### config.mk
export PLATFORM = sky130hd
export DESIGN_NAME = bus6502_initiator
export DESIGN_NICKNAME = d
export VERILOG_FILES = /design/src/rtl/bus6502_pkg.sv /design/src/rtl/bus6502_initiator_phase_gen.sv /design/src/rtl/bus6502_initiator.sv
export SDC_FILE = /design/constraint.sdc
export NUM_CORES = 1
export LEC_CHECK = 0
export BUFFER_PORTS_ARGS = -buffer_cell sky130_fd_sc_hd__buf_2
export CAP_MARGIN = 20
export CORE_MARGIN = 10
export CORE_UTILIZATION = 47
export DETAILED_ROUTE_END_ITERATION = 8
export PLACE_DENSITY = 0.74
export SLEW_MARGIN = 10
export SYNTH_ARGS = -nofsm -noshare
export SYNTH_HDL_FRONTEND = slang
export SYNTH_HIERARCHICAL = 1
export SYNTH_SLANG_ARGS = --single-unit
### constraint.sdc
create_clock -name clk -period 1.6 [get_ports clk]
set_input_delay 0.08 -clock clk [delete_from_list [all_inputs] [get_ports clk]]
set_output_delay 0.08 -clock clk [all_outputs]
set_load 0.01 [all_outputs]
### src/rtl/bus6502_pkg.sv
// Shared types for the 6502 bus-cycle initiator.
// Phase FSM states, cycle kinds and the latched cycle record.
package bus6502_pkg;

  typedef enum logic {
    PHI1,
    PHI2
  } phase_e;

  typedef enum logic [1:0] {
    CYC_IDLE,
    CYC_READ,
    CYC_WRITE
  } cyc_kind_e;

  localparam logic [15:0] IDLE_ADDR_DEF = 16'hFFFF;

  typedef struct packed {
    cyc_kind_e   kind;
    logic [15:0] addr;
    logic [7:0]  wdata;
  } cycle_t;

  function automatic cycle_t idle_cycle(input logic [15:0] a);
    cycle_t c;
    c.kind  = CYC_IDLE;
    c.addr  = a;
    c.wdata = 8'h00;
    return c;
  endfunction

endpackage

### src/rtl/bus6502_initiator_phase_gen.sv
// Free-running phi1/phi2 phase generator.
// Emits phi2 plus first/last clk strobes of the current phase.
module bus6502_phase_gen
  import bus6502_pkg::*;
#(
  parameter int unsigned PHI1_CLKS = 4,
  parameter int unsigned PHI2_CLKS = 4
) (
  input  logic clk,
  input  logic rst,
  output logic phi2,
  output logic first_clk,
  output logic last_clk
);

  localparam int unsigned MAXC =
    (PHI1_CLKS > PHI2_CLKS) ? PHI1_CLKS : PHI2_CLKS;
  localparam int unsigned CW = $clog2(MAXC);

  phase_e        state_q, state_d;
  logic [CW-1:0] cnt_q, cnt_d;
  logic [CW-1:0] last_cnt;

  // Phase register and counter.
  always_ff @(posedge clk or posedge rst) begin
    if (rst) begin
      state_q <= PHI1;
      cnt_q   <= '0;
    end else begin
      state_q <= state_d;
      cnt_q   <= cnt_d;
    end
  end

  // Count out each phase, then flip and wrap the counter.
  always_comb begin
    last_cnt  = (state_q == PHI2) ? CW'(PHI2_CLKS - 1)
                                  : CW'(PHI1_CLKS - 1);
    phi2      = (state_q == PHI2);
    first_clk = (cnt_q == '0);
    last_clk  = (cnt_q == last_cnt);
    state_d   = state_q;
    cnt_d     = cnt_q + 1'b1;
    if (last_clk) begin
      cnt_d   = '0;
      state_d = (state_q == PHI1) ? PHI2 : PHI1;
    end
  end

endmodule

### src/rtl/bus6502_initiator.sv
// 6502 bus-cycle initiator: CPU stand-in driving phi2/address/data.
// Host valid/ready requests become bus cycles; completions pulse rsp.
module bus6502_initiator
  import bus6502_pkg::*;
#(
  parameter int unsigned PHI1_CLKS    = 4,
  parameter int unsigned PHI2_CLKS    = 4,
  parameter int unsigned RESET_CYCLES = 8,
  parameter logic [15:0] IDLE_ADDR    = IDLE_ADDR_DEF
) (
  input  logic        clk,
  input  logic        rst,
  input  logic        req_valid,
  output logic        req_ready,
  input  logic [15:0] req_addr,
  input  logic        req_rwbar,
  input  logic [7:0]  req_wdata,
  output logic        rsp_valid,
  output logic [7:0]  rsp_rdata,
  output logic        phi2,
  output logic [15:0] address,
  output logic        rwbar,
  output logic [7:0]  data_out,
  input  logic [7:0]  data_in,
  output logic        data_oe,
  input  logic        rdy,
  output logic        res_n
);

  localparam int unsigned RCW = $clog2(RESET_CYCLES + 1);

  logic first_clk, last_clk;
  logic end_cyc, phi1_first, phi2_enter, stretch;

  cycle_t         cyc_q, cyc_d;
  logic [15:0]    address_q, address_d;
  logic           rwbar_q, rwbar_d;
  logic [7:0]     data_out_q, data_out_d;
  logic           data_oe_q, data_oe_d;
  logic           rsp_valid_q, rsp_valid_d;
  logic [7:0]     rsp_rdata_q, rsp_rdata_d;
  logic           res_n_q, res_n_d;
  logic [RCW-1:0] rst_cnt_q, rst_cnt_d;

  bus6502_phase_gen #(
    .PHI1_CLKS(PHI1_CLKS),
    .PHI2_CLKS(PHI2_CLKS)
  ) u_phase (
    .clk      (clk),
    .rst      (rst),
    .phi2     (phi2),
    .first_clk(first_clk),
    .last_clk (last_clk)
  );

  assign end_cyc    = phi2 && last_clk;
  assign phi1_first = !phi2 && first_clk;
  assign phi2_enter = !phi2 && last_clk;
  assign stretch    = (cyc_q.kind == CYC_READ) && !rdy;
  assign req_ready  = end_cyc && res_n_q && !stretch;

  assign address   = address_q;
  assign rwbar     = rwbar_q;
  assign data_out  = data_out_q;
  assign data_oe   = data_oe_q;
  assign rsp_valid = rsp_valid_q;
  assign rsp_rdata = rsp_rdata_q;
  assign res_n     = res_n_q;

  // Bus-side and host-side state registers.
  always_ff @(posedge clk or posedge rst) begin
    if (rst) begin
      cyc_q       <= idle_cycle(IDLE_ADDR);
      address_q   <= IDLE_ADDR;
      rwbar_q     <= 1'b1;
      data_out_q  <= 8'h00;
      data_oe_q   <= 1'b0;
      rsp_valid_q <= 1'b0;
      rsp_rdata_q <= 8'h00;
      res_n_q     <= 1'b0;
      rst_cnt_q   <= '0;
    end else begin
      cyc_q       <= cyc_d;
      address_q   <= address_d;
      rwbar_q     <= rwbar_d;
      data_out_q  <= data_out_d;
      data_oe_q   <= data_oe_d;
      rsp_valid_q <= rsp_valid_d;
      rsp_rdata_q <= rsp_rdata_d;
      res_n_q     <= res_n_d;
      rst_cnt_q   <= rst_cnt_d;
    end
  end

  // Cycle selection, completion, bus drive timing and reset count.
  always_comb begin
    cyc_d       = cyc_q;
    address_d   = address_q;
    rwbar_d     = rwbar_q;
    data_out_d  = data_out_q;
    data_oe_d   = data_oe_q;
    rsp_valid_d = 1'b0;
    rsp_rdata_d = rsp_rdata_q;
    res_n_d     = res_n_q;
    rst_cnt_d   = rst_cnt_q;

    if (end_cyc) begin
      unique case (1'b1)
        stretch: ;
        req_valid && req_ready: begin
          cyc_d.kind  = req_rwbar ? CYC_READ : CYC_WRITE;
          cyc_d.addr  = req_addr;
          cyc_d.wdata = req_wdata;
        end
        default: cyc_d = idle_cycle(IDLE_ADDR);
      endcase
      if (cyc_q.kind == CYC_READ && rdy) begin
        rsp_valid_d = 1'b1;
        rsp_rdata_d = data_in;
      end
      if (cyc_q.kind == CYC_WRITE) begin
        rsp_valid_d = 1'b1;
        rsp_rdata_d = 8'h00;
      end
      if (!res_n_q) begin
        rst_cnt_d = rst_cnt_q + 1'b1;
        res_n_d   = (rst_cnt_q == RCW'(RESET_CYCLES - 1));
      end
    end

    if (phi1_first) begin
      address_d = cyc_q.addr;
      rwbar_d   = (cyc_q.kind != CYC_WRITE);
      data_oe_d = 1'b0;
      if (cyc_q.kind == CYC_WRITE) begin
        data_out_d = cyc_q.wdata;
      end
    end

    if (phi2_enter && cyc_q.kind == CYC_WRITE) begin
      data_oe_d = 1'b1;
    end
  end

endmodule

== Yosys cells after proc, flatten, opt, wreduce, memory -nomap -nowiden ==
Cells that the tools add are included.
Storage, ports and cells
  register bits: 69
  latch bits: 0
  bits in writable memories: 0
  memory bits (read-only): 0
  input bits: 37
  output and inout port bits: 38
  logic and storage cells: 53
  memories kept: 0
Cells by class
  add/sub/neg operators: 2
  multiply operators: 0
  div/mod/pow operators: 0
  order comparisons: 0
  equality and inequality tests: 5
  shift operators: 0
  muxes and demuxes: 12
  bitwise logic cells: 2
  reductions and logical operators: 19
Operators by type and width (number)
  one-hot mux 26 bit (2 select lines): 1
  two-way mux 8 bit: 2
  logical AND 1 bit: 9
  AND reduction 2 bit: 4
  two-way mux 1 bit: 7
  adder 4 x 1 -> 4 bit, second input constant: 1
  == test 2 bit, second input constant: 2
  == test 4 x 3 -> 1 bit, second input constant: 1
  two-way mux 2 bit: 2
  nonzero test 2 bit: 2
  zero test 1 bit: 3
  adder 2 x 1 -> 2 bit, second input constant: 1
  == test 2 x 1 -> 1 bit, second input constant: 1
  zero test 2 bit: 1
  inequality test 2 bit, second input constant: 1
  inverter 1 bit: 2

== Longest topological paths before layout ==
Gate-level depths: netlist (run 1).
  depth after elaboration: 6
  depth in mapped cells: 7
  mapped depth without buffers: 5

== Cells and area by module ==
The synthesis (run 1) kept the hierarchy.
By module, submodules not included
  bus6502_initiator: instances 1, cells an instance 228, area an instance 2829.0 sq um, sequential area each 1692.9 sq um
  bus6502_phase_gen: instances 1, cells an instance 11, area an instance 136.4 sq um, sequential area each 75.1 sq um

== Least setup slack after synthesis (run 1) ==
No wires, ideal clock.
  path type: flip-flop to flip-flop
  start: register u_phase.cnt_q[0]
  end: register cyc_q[10] in the netlist's numbering
  setup time: 0.059 ns
  data arrival time: 1.464 ns
  data required time: 1.541 ns
  path slack: 0.078 ns
  stages on the path, launching flop included: 7
  buffers on the path: 2
  period minus slack after synthesis: 1.522 ns
  cell sequence: dfrtp_1 -> ha_1 -> nand2_1 -> buf_2 -> clkbuf_1 -> nor4_1 -> o21ba_2
Between the ends
  word-level cells in the longest chain between the ends: 6
  elaborated cells between the ends (all ways): 7
  those cells by class: eq/ne (1); mux (1); reduce/logical (5)
Ends and longest elaborated chain
  start: declaration: RTL line bus6502_initiator_phase_gen.sv:21  | logic [CW-1:0] cnt_q, cnt_d;
  start signal: assignment: RTL line bus6502_initiator_phase_gen.sv:31  | cnt_q <= cnt_d;
  == test 2 bit (*): RTL line bus6502_initiator_phase_gen.sv:41  | last_clk = (cnt_q == last_cnt);
  named net last_clk: RTL line bus6502_initiator.sv:32  | logic first_clk, last_clk;
  logical AND 1 bit (*): RTL line bus6502_initiator.sv:56  | assign end_cyc = phi2 && last_clk;
  logical AND 1 bit (2 in series): RTL line bus6502_initiator.sv:60  | assign req_ready = end_cyc && res_n_q && !stretch;
  logical AND 1 bit: RTL line bus6502_initiator.sv:110  | req_valid && req_ready: begin
  one-hot mux 26 bit (2 select lines): RTL line bus6502_initiator.sv:108  | unique case (1'b1)
  end signal: assignment: RTL line bus6502_initiator.sv:73  | cyc_q <= idle_cycle(IDLE_ADDR);
  end signal: assignment: RTL line bus6502_initiator.sv:83  | cyc_q <= cyc_d;
  end: declaration: RTL line bus6502_initiator.sv:35  | cycle_t cyc_q, cyc_d;
The timed path passes the listed nets; every way through them passes the cells marked *.
A chain may end at the register's enable or synchronous reset.

== Worst setup path in the final report (run 1) ==
  start: register u_phase.cnt_q[1]
  end: output req_ready
Between the ends
  word-level cells in the longest chain between the ends: 4
Ends and longest elaborated chain
  == test 2 bit: RTL line bus6502_initiator_phase_gen.sv:41
  named net last_clk: RTL line bus6502_initiator.sv:32
  logical AND 1 bit: RTL line bus6502_initiator.sv:56
  logical AND 1 bit (2 in series): RTL line bus6502_initiator.sv:60
  end: declaration: RTL line bus6502_initiator.sv:14  | output logic req_ready,
The timed path passes the listed nets, and every way through them passes these cells.

==> results.json, run 1 <==
{
  "max_cap_viol_count": 0,
  "vias_in_the_first_global_route": 2358,
  "worstPathArrival_ns": 1.44,
  "globalRouteOverflowTotal": 0,
  "clk-insertion-delay-late_ns": 0.34,
  "finalCriticalPeriod_ns": 1.52,
  "floorplan.io_pins": 75,
  "start_util_pct": 49.2,
  "synth_edf_count": 0,
  "final_min_period_over_clock_period_pct": 94.9,
  "yosysUniqueCellTypes": 29,
  "die-height_um": 99.4,
  "final_layout_size_suffix_gt1_share_pct": 55.4,
  "p_leak_nw": 1.70,
  "timing.final.ws_setup_ns": 0.0814,
  "antenna_violating_nets_post_route": 0,
  "viasPerCell": 5.33,
  "cts_root_buffer": "clkbuf_8",
  "mappedNetlistNets": 280,
  "h-tree-depth": 3,
  "post-dp-hpwl_mm": 4.79,
  "slew-limit-headroom_pct": 63.4,
  "remaining_drc_errors": 0,
  "buffer_ports.inserted": 74,
  "initialDrtViolationCount": 108,
  "final-hold-violation-count": 0,
  "design.core.area_mm2": 0.00603,
  "num_antenna_cells": 0,
  "crit_path_start_kind": "flip-flop",
  "power.density_cell_area_mw_per_mm2": 908,
  "crit_path_category": "flip-flop to output pin",
  "worstHoldPathType": "primary input to flip-flop",
  "first_pass_grt_wire_length_mm": 11.3,
  "finalSetupViolations": 0,
  "worst_pin_slew_ns": 0.547,
  "synth_ff_type": "dfrtp_1",
  "gp_congestion": 0.732,
  "placement.setup.worst_slack_ns": -0.0642,
  "yosysSeqAreaShare_pct": 59.6,
  "status": "complete, no violations",
  "max_freq_mhz": 659,
  "cp_cell_sequence": "ha_1 -> nand2_1 -> nor2_4 -> and2_1 -> buf_2",
  "mostFrequentLayoutCell": "buf_2",
  "critical_path.slowest_cell": "dfrtp_1",
  "buffers_from_clock_root_to_sink_at_most": 2,
  "clkSlewWorstSetupHoldPaths_ns": 0.07,
  "dr.pass1.iters": 4,
  "cts-buffers-inserted": 9,
  "area.growth.synth_to_final_pct": 27.9,
  "syn-cell-area_mm2": 0.00297,
  "synth_warnings": 6,
  "syn_area_per_cell_um2": 12.4,
  "utilization_pct": 63.0,
  "design.final.nets": 370,
  "die_area_mm2": 0.00989,
  "cp_endpoint_kind": "output pin",
  "ys_async_sr_fraction_pct": 100,
  "num_rows": 28,
  "cp_data_required_time_ns": 1.52,
  "cts_tree": "done",
  "maxSlewViolCount": 0,
  "globalRouteTotalUtil_pct": 14.0,
  "routedWlPerCell_um": 16.7,
  "crit_fanout": 3,
  "clock_sink_count": 69,
  "dieWidth_um": 99.4,
  "wl_mm": 6.84,
  "finalClockSkew_ns": 0.00560,
  "grt_max_degree": 43,
  "synth_seq_cells": 69,
  "irDropWorstVdd_mv": 0.482,
  "syn_inst": 239,
  "final_cell_mix": "74 x buf_2, 36 x dfrtp_1, 33 x dfstp_2",
  "cp_slowest_stage_delay_ns": 0.41,
  "via_count": 2179,
  "antenna_found_initial": 0
}
[worst max-delay path, delay by kind of cell, from the launching register on]
family / cells / cell delay [ns]
fa+ha+maj: 1 / 0.20
buf+inv: 1 / 0.13
flops: 1 / 0.41
simple gates: 3 / 0.37
[synthesized netlist by cell type (all sizes together) (3+ instances only)]
cell type | instances | area [um2]
nor4 | 16 | 100
o21ai | 10 | 50.1
clkbuf | 7 | 26.3
dfrtp | 36 | 901
mux2 | 25 | 282
nand2b | 4 | 25.0
o21ba | 16 | 160
buf | 8 | 40.0
inv | 13 | 48.8
dfstp | 33 | 867
a21oi | 3 | 15.0
nor2 | 5 | 28.8
ha | 4 | 50.1
nand3 | 9 | 45.0
nand2 | 20 | 75.1
o31ai | 9 | 67.6
o221ai | 8 | 70.1
[path summary, 6_finish.rpt]
path / from / endpoint / slack [ns] / depth (start not counted)
max in group asynchronous: rst / address[1] / 0.76 / 4
min reg2reg: rwbar / rwbar / 0.47 / 2
max reg2reg: u_phase/cnt_q[0] / data_out[7] / 0.08 / 6
max: u_phase/cnt_q[1] / req_ready / 0.08 / 5
min: req_wdata[0] / cyc_q[0] / 0.02 / 3
min in group asynchronous: rst / u_phase/phi2 / 0.19 / 3
[metrics by stage]
step	instances	area (um2)	power (mW)	hold slack, ns	TNS [ns]
final	409	3790	3.44	0.0167	0
after global routing	409	3790	3.57	0.0149	-0.0250
after CTS	409	3770	3.49	0.00771	-0.0723
after detailed placement	387	3470	1.87	-0.00792	-0.0642
after global placement	387	3470	1.87	-0.0149	-0.0192
after floorplan	239	2970	1.81	-0.166	0
[cell families (layout without fill, tap and decap cells)]
kind of cell / after synthesis / count (layout) / share of synthesized area, %
XOR/XNOR: 4 / 4 / 1.18
buffers and inverters: 28 / 122 / 3.88
AND/OR/NAND/NOR: 61 / 62 / 11.4
multiplexers: 25 / 25 / 9.49
flip-flops: 69 / 69 / 59.6
adder cells (fa/ha/maj): 4 / 4 / 1.69
AO/OA/AOI/OAI: 48 / 48 / 12.8
[area by class of cell]
class                      instances  area, um2
clock buffer                      12        188
clock inverter                     4       50.0
fill                             499       2230
inverter                          13       52.6
multi-input combinational        143       1110
sequential                        69       1770
tap                               75       93.8
timing repair buffer              93        536
[per-layer routing]
metal	share of wire (%)	track usage (%)
met2	49	22.2
met4	3.0	9.15
met1	44	16.8
met3	3.8	2.91
met5	0	0
[timing repair]
action,in CTS,in global routing
endpoints found under the hold margin,39,0
hold buffers,4,0
setup endpoints to repair,2,24
buffers inserted,1,0
pin swaps,2,1
gates cloned,1,0
resized for setup,2,5
[power by group]
part           switching, mW  internal, mW  leakage [nW]
clock network          0.650         0.949         0.115
logic                 0.0567        0.0422         0.792
registers                  0          1.75         0.794
total                  0.706          2.74          1.70
[state kept, by name, indices dropped and copies added, names as in the netlist]
signal / cells
u_phase/cnt_q: 2
rsp_rdata: 8
cyc_q: 26
rst_cnt_q: 4
address: 16
data_oe: 1
u_phase/phi2: 1
data_out: 8
rwbar: 1
res_n: 1
rsp_valid: 1
(Power assumes the default switching activity.)
==> run 2: changes to the inputs <==
--- a/config.mk
+++ b/config.mk
@@ -11,6 +11,7 @@
 export CORE_UTILIZATION = 47
 export DETAILED_ROUTE_END_ITERATION = 8
 export PLACE_DENSITY = 0.74
+export SKIP_LAST_GASP = 1
 export SLEW_MARGIN = 10
 export SYNTH_ARGS = -nofsm -noshare
 export SYNTH_HDL_FRONTEND = slang
==> constraint.sdc (replaced) <==
create_clock -name clk -period 1.6 [get_ports clk]
set_input_delay 0.32 -clock clk [delete_from_list [all_inputs] [get_ports clk]]
set_output_delay 0.32 -clock clk [all_outputs]
set_load 0.01 [all_outputs]
==> run 2 against run 1 <==
- the flow now finishes with violations (setup timing)
- global-route usage is 0.47 points higher
- maximum frequency down 7.1%
- clock skew increased by 0.0016 ns
- highest routed layer unchanged
==> results.json, run 2 (synthesis results as in run 1) <==
{
  "largest_register_ffs": 26,
  "p_leak_nw": 1.72,
  "utilization_pct": 62.8,
  "design.final.nets": 373,
  "final_min_period_over_clock_period_pct": 102,
  "registers.top_by_ff_count": "cyc_q",
  "globalRouteTotalUtil_pct": 14.4,
  "placement.setup.worst_slack_ns": 0.0642,
  "final_cell_mix": "73 x buf_2, 35 x dfrtp_1, 33 x dfstp_2",
  "crit_path_category": "flip-flop to output pin",
  "maxSlewViolCount": 0,
  "dr.pass1.iters": 4,
  "power.density_cell_area_mw_per_mm2": 831,
  "final-hold-violation-count": 0,
  "die_area_mm2": 0.00989,
  "cp_cell_sequence": "ha_4 -> nand2_4 -> nor2_4 -> and2_4 -> buf_6",
  "dpl_cell_area_mm2": 0.00348,
  "antenna_violating_nets_post_route": 0,
  "violations": "setup timing",
  "finalSetupViolations": 9,
  "cp_endpoint_kind": "output pin",
  "gp_congestion": 0.742,
  "crit_family": "flip-flops",
  "final_layout_size_suffix_gt1_share_pct": 57.1,
  "h-tree-depth": 3,
  "crit_path_start_kind": "flip-flop",
  "crit_fanout": 2,
  "area.growth.synth_to_final_pct": 27.6,
  "viasPerCell": 5.41,
  "floorplan.io_pins": 75,
  "clkSlewWorstSetupHoldPaths_ns": 0.07,
  "start_util_pct": 49.2,
  "grt_max_degree": 67,
  "clk-insertion-delay-late_ns": 0.34,
  "worst_pin_slew_ns": 0.346,
  "worst-path-buf-inv": 1,
  "cp_slowest_stage_delay_ns": 0.40,
  "irDropWorstVdd_mv": 0.500,
  "globalRouteOverflowTotal": 0,
  "finalClockSkew_ns": 0.00722,
  "initialDrtViolationCount": 92,
  "critical_path.slowest_cell": "dfrtp_1",
  "first_pass_grt_wire_length_mm": 11.7,
  "finalCriticalPeriod_ns": 1.63,
  "max_freq_mhz": 612,
  "design.core.area_mm2": 0.00603,
  "antenna_found_initial": 0,
  "vias_in_the_first_global_route": 2405,
  "finalInstanceArea_mm2": 0.00378,
  "setup_tns_ns": -0.0986,
  "cp_data_required_time_ns": 1.28,
  "max_cap_viol_count": 0,
  "num_rows": 28,
  "timing.final.ws_setup_ns": -0.0349,
  "dieWidth_um": 99.4,
  "worstPathArrival_ns": 1.31,
  "slew-limit-headroom_pct": 76.9,
  "mostFrequentLayoutCell": "buf_2",
  "worstHoldPathType": "primary input to flip-flop",
  "cts_tree": "done",
  "remaining_drc_errors": 0,
  "wl_mm": 7.07,
  "num_antenna_cells": 0,
  "routedWlPerCell_um": 17.2,
  "status": "finished, violations left",
  "cts_root_buffer": "clkbuf_8",
  "via_count": 2222,
  "fin_cells": 411,
  "clock_sink_count": 69,
  "buffers_from_clock_root_to_sink_at_most": 2,
  "worst-r2r-setup-slack_ns": -0.01,
  "die-height_um": 99.4,
  "post-dp-hpwl_mm": 4.88,
  "buffer_ports.inserted": 74,
  "cts-buffers-inserted": 9,
  "dp.cells": 386,
  "rsz_0062_raised_after_global_routing": "true"
}
## run 2: cell types whose count changed in the layout (fill, tap and decap cells not counted), moves of 2 or more
| cell | before | now |
|---|---|---|
| clkinvlp_4 | 3 | 1 |
| buf_4 | 14 | 20 |
| dlygate4sd3_1 | 4 | 1 |
| clkbuf_1 | 0 | 3 |
## run 2: final timing paths
check / start / to / cells past startpoint
worst max-delay path: u_phase/cnt_q[0] / req_ready / 5
worst min-delay path: req_wdata[5] / cyc_q[5] / 3
worst max register to register: u_phase/cnt_q[0] / data_out[5] / 7
worst min register to register: rwbar / rwbar / 2
max in group asynchronous: rst / address[7] / 4
min in group asynchronous: rst / u_phase/phi2 / 3
## run 2: worst reg2reg max path: cells and delay by family, from the launching register on
kind | cells | cell delay [ns]
flip-flops | 1 | 0.42
buffers and inverters | 3 | 0.35
multiplexers | 1 | 0.33
AND/OR/NAND/NOR | 2 | 0.27
adder cells (fa/ha/maj) | 1 | 0.14
## run 2: final cells by class
type                            instances  area [um2]
Clock buffer                           14         174
Clock inverter                          1        5.00
Fill cell                             490        2240
Inverter                               13        52.6
Multi-Input combinational cell        142        1110
Sequential cell                        69        1770
Tap cell                               75        93.8
Timing Repair Buffer                   97         577
## run 2: metrics by stage
stage	power, mW	hold WS [ns]
floorplan	1.81	0.0736
global placement	1.87	0.219
detailed placement	1.87	0.231
CTS	3.17	0.236
global route	3.25	0.246
finish	3.15	0.243
## run 2: what timing repair did
action,4_1_cts,5_1_grt
hold endpoints to repair,3,0
endpoints found under the setup margin,1,25
buffers inserted,7,2
gates resized for setup,6,5
pin swaps,2,2
hold buffers,1,0
## run 2: metal layers
layer / up-vias / track usage (%) / routed length (um)
met1: 1102 / 16.7 / 2940
met5: - / 0 / 0
met4: 0 / 6.62 / 147
met2: 61 / 24.0 / 3590
li1: 1045 / - / -
met3: 14 / 4.22 / 394
## run 2: report_power, final
group,total [mW],switching (mW),internal [mW]
Clock,1.30,0.611,0.691
Combinational,0.0946,0.0553,0.0393
Sequential,1.75,0,1.75
==> run 3: changes to the inputs <==
--- a/config.mk
+++ b/config.mk
@@ -8,9 +8,9 @@
 export BUFFER_PORTS_ARGS = -buffer_cell sky130_fd_sc_hd__buf_2
 export CAP_MARGIN = 20
 export CORE_MARGIN = 10
-export CORE_UTILIZATION = 47
+export CORE_UTILIZATION = 56
 export DETAILED_ROUTE_END_ITERATION = 8
-export PLACE_DENSITY = 0.74
+export PLACE_DENSITY = 0.84
 export SKIP_LAST_GASP = 1
 export SLEW_MARGIN = 10
 export SYNTH_ARGS = -nofsm -noshare
==> constraint.sdc (replaced) <==
create_clock -name clk -period 1.9 [get_ports clk]
set_input_delay 0.38 -clock clk [delete_from_list [all_inputs] [get_ports clk]]
set_output_delay 0.38 -clock clk [all_outputs]
set_load 0.01 [all_outputs]
==> run 3 against run 2 <==
- the flow now finishes without violations
- critical path depth did not move
- die area fell by 13%
- total power fell by 17%
- utilization rose by 8.7 points
- clock skew fell by 0.0022 ns
- register-to-register slack improved by 0.28 ns
- flip-flop and latch count did not move
- combinational power fell by 20%
- critical endpoint unchanged
==> results.json, run 3 (synthesis results as in run 1) <==
{
  "status": "complete, no violations",
  "finalSetupViolations": 0,
  "worstPathArrival_ns": 1.40,
  "finalCriticalPeriod_ns": 1.78,
  "via_count": 2166,
  "dpl_cell_area_mm2": 0.00346,
  "max_freq_mhz": 561,
  "power_mw": 2.59,
  "finalClockSkew_ns": 0.00501,
  "power.density_cell_area_mw_per_mm2": 710,
  "worstHoldPathType": "primary input to flip-flop",
  "power.share.combinational_pct": 2.9,
  "grt_max_degree": 38,
  "vias_in_the_first_global_route": 2401,
  "dp.cells": 381,
  "antenna_found_initial": 0,
  "cp_data_required_time_ns": 1.52,
  "max_cap_viol_count": 0,
  "cts_root_buffer": "clkbuf_8",
  "final_layout_size_suffix_gt1_share_pct": 54.1,
  "dieWidth_um": 92.8,
  "post-dp-hpwl_mm": 4.74,
  "worst_pin_slew_ns": 0.572,
  "gp_congestion": 0.752,
  "design.core.area_mm2": 0.00511,
  "globalRouteOverflowTotal": 0,
  "internal-power_mw": 2.05,
  "hold_depth": 3,
  "finalInstanceArea_mm2": 0.00365,
  "num_antenna_cells": 0,
  "rsz_0062_raised_after_global_routing": "false",
  "cts_tree": "done",
  "die-height_um": 92.8,
  "cts-buffers-inserted": 9,
  "first_pass_grt_wire_length_mm": 11.1,
  "h-tree-depth": 3,
  "wl_mm": 6.62,
  "cp_endpoint_kind": "output pin",
  "irDropWorstVdd_mv": 0.533,
  "multi_input_comb_area_mm2": 0.00109,
  "slew-limit-headroom_pct": 61.8,
  "antenna_violating_nets_post_route": 0,
  "clk-insertion-delay-late_ns": 0.34,
  "final_cell_mix": "74 x buf_2, 36 x dfrtp_1, 33 x dfstp_2",
  "crit_path_start_kind": "flip-flop",
  "total_switching_power_mw": 0.545,
  "fillers": 397,
  "clkSlewWorstSetupHoldPaths_ns": 0.07,
  "crit_path_category": "flip-flop to output pin",
  "clock_sink_count": 69,
  "start_util_pct": 58.1,
  "area.growth.synth_to_final_pct": 23.2,
  "remaining_drc_errors": 0,
  "globalRouteTotalUtil_pct": 16.1,
  "registers.top_by_ff_count": "cyc_q",
  "floorplan.io_pins": 75,
  "final-hold-violation-count": 0,
  "largest_register_ffs": 26,
  "die_area_mm2": 0.00861,
  "routedWlPerCell_um": 16.6,
  "num_rows": 26,
  "buffer_ports.inserted": 74,
  "rr_worst_depth": 6,
  "switching_share_pct": 21.0,
  "buffers_from_clock_root_to_sink_at_most": 2,
  "power.share.sequential_pct": 56.8,
  "crit_start": "u_phase/cnt_q[1]",
  "fin_cells": 399,
  "viasPerCell": 5.43,
  "ff_latch_area_mm2": 0.00177,
  "p_leak_nw": 1.65,
  "mostFrequentLayoutCell": "buf_2",
  "design.final.nets": 365,
  "finalHoldWorstSlack_ns": 0.303,
  "maxSlewViolCount": 0,
  "initialDrtViolationCount": 116,
  "pwr-share-clk_pct": 40.3,
  "regToRegStartpoint": "u_phase/cnt_q[1]",
  "min-delay-start": "req_wdata[4]",
  "final_min_period_over_clock_period_pct": 93.8,
  "crit_fanout": 3,
  "dr.pass1.iters": 4
}
-- run 3: per-layer routing --
layer | vias up | part of all wire (%) | track usage, % | wire length [um]
met5 | - | 0 | 0 | 0
met4 | 0 | 1.4 | 5.66 | 91
li1 | 1027 | - | - | -
met3 | 12 | 7.5 | 6.86 | 498
met1 | 1064 | 40 | 17.5 | 2660
met2 | 63 | 51 | 27.5 | 3370
-- run 3: final timing paths --
path | slack [ns] | end
hold reg to reg | 0.46 | rwbar
min in group asynchronous | 0.46 | u_phase/cnt_q[1]
hold / removal | 0.30 | cyc_q[4]
max in group asynchronous | 0.86 | address[6]
setup reg to reg | 0.27 | rsp_rdata[1]
setup / recovery | 0.12 | req_ready
-- run 3: through the flow --
stage                     setup slack (ns)  utilization, %  setup TNS [ns]
final                                0.118            71.5               0
after global routing                0.0414            71.5               0
after CTS                            0.104            71.5               0
after detailed placement           -0.0644            67.7         -0.0644
after global placement             -0.0243            67.7         -0.0243
after floorplan                      0.266               -               0
-- run 3: power by group through the flow --
stage,sequential [mW],clock (mW),combinational [mW]
3_3_place_gp,1.50,0,0.0759
3_5_place_dp,1.50,0,0.0764
5_1_grt,1.47,1.14,0.0867
6_report,1.47,1.05,0.0754
4_1_cts,1.47,1.07,0.0779
2_1_floorplan,1.50,0,0.0256
-- run 3: area by class of cell --
cell class	count	share of cell area (%)
Sequential cell	69	48.4
Multi-Input combinational cell	142	29.8
Timing Repair Buffer	89	13.3
Clock buffer	15	4.56
Tap cell	70	2.40
Inverter	13	1.44
Clock inverter	1	0.137
-- run 3: critical path, cell delays in order (launching register included) --
cell	delay [ns]
dfrtp_1	0.40
ha_1	0.21
nand2_1	0.12
nor2_4	0.04
and2_1	0.15
buf_2	0.14
-- run 3: repair_timing --
item / 4_1_cts / 5_1_grt
buffers inserted: 1 / 0
endpoints found under the hold margin: 3 / 0
hold buffers: 1 / 0
resized for setup: 1 / 0
endpoints found under the setup margin: 1 / 0
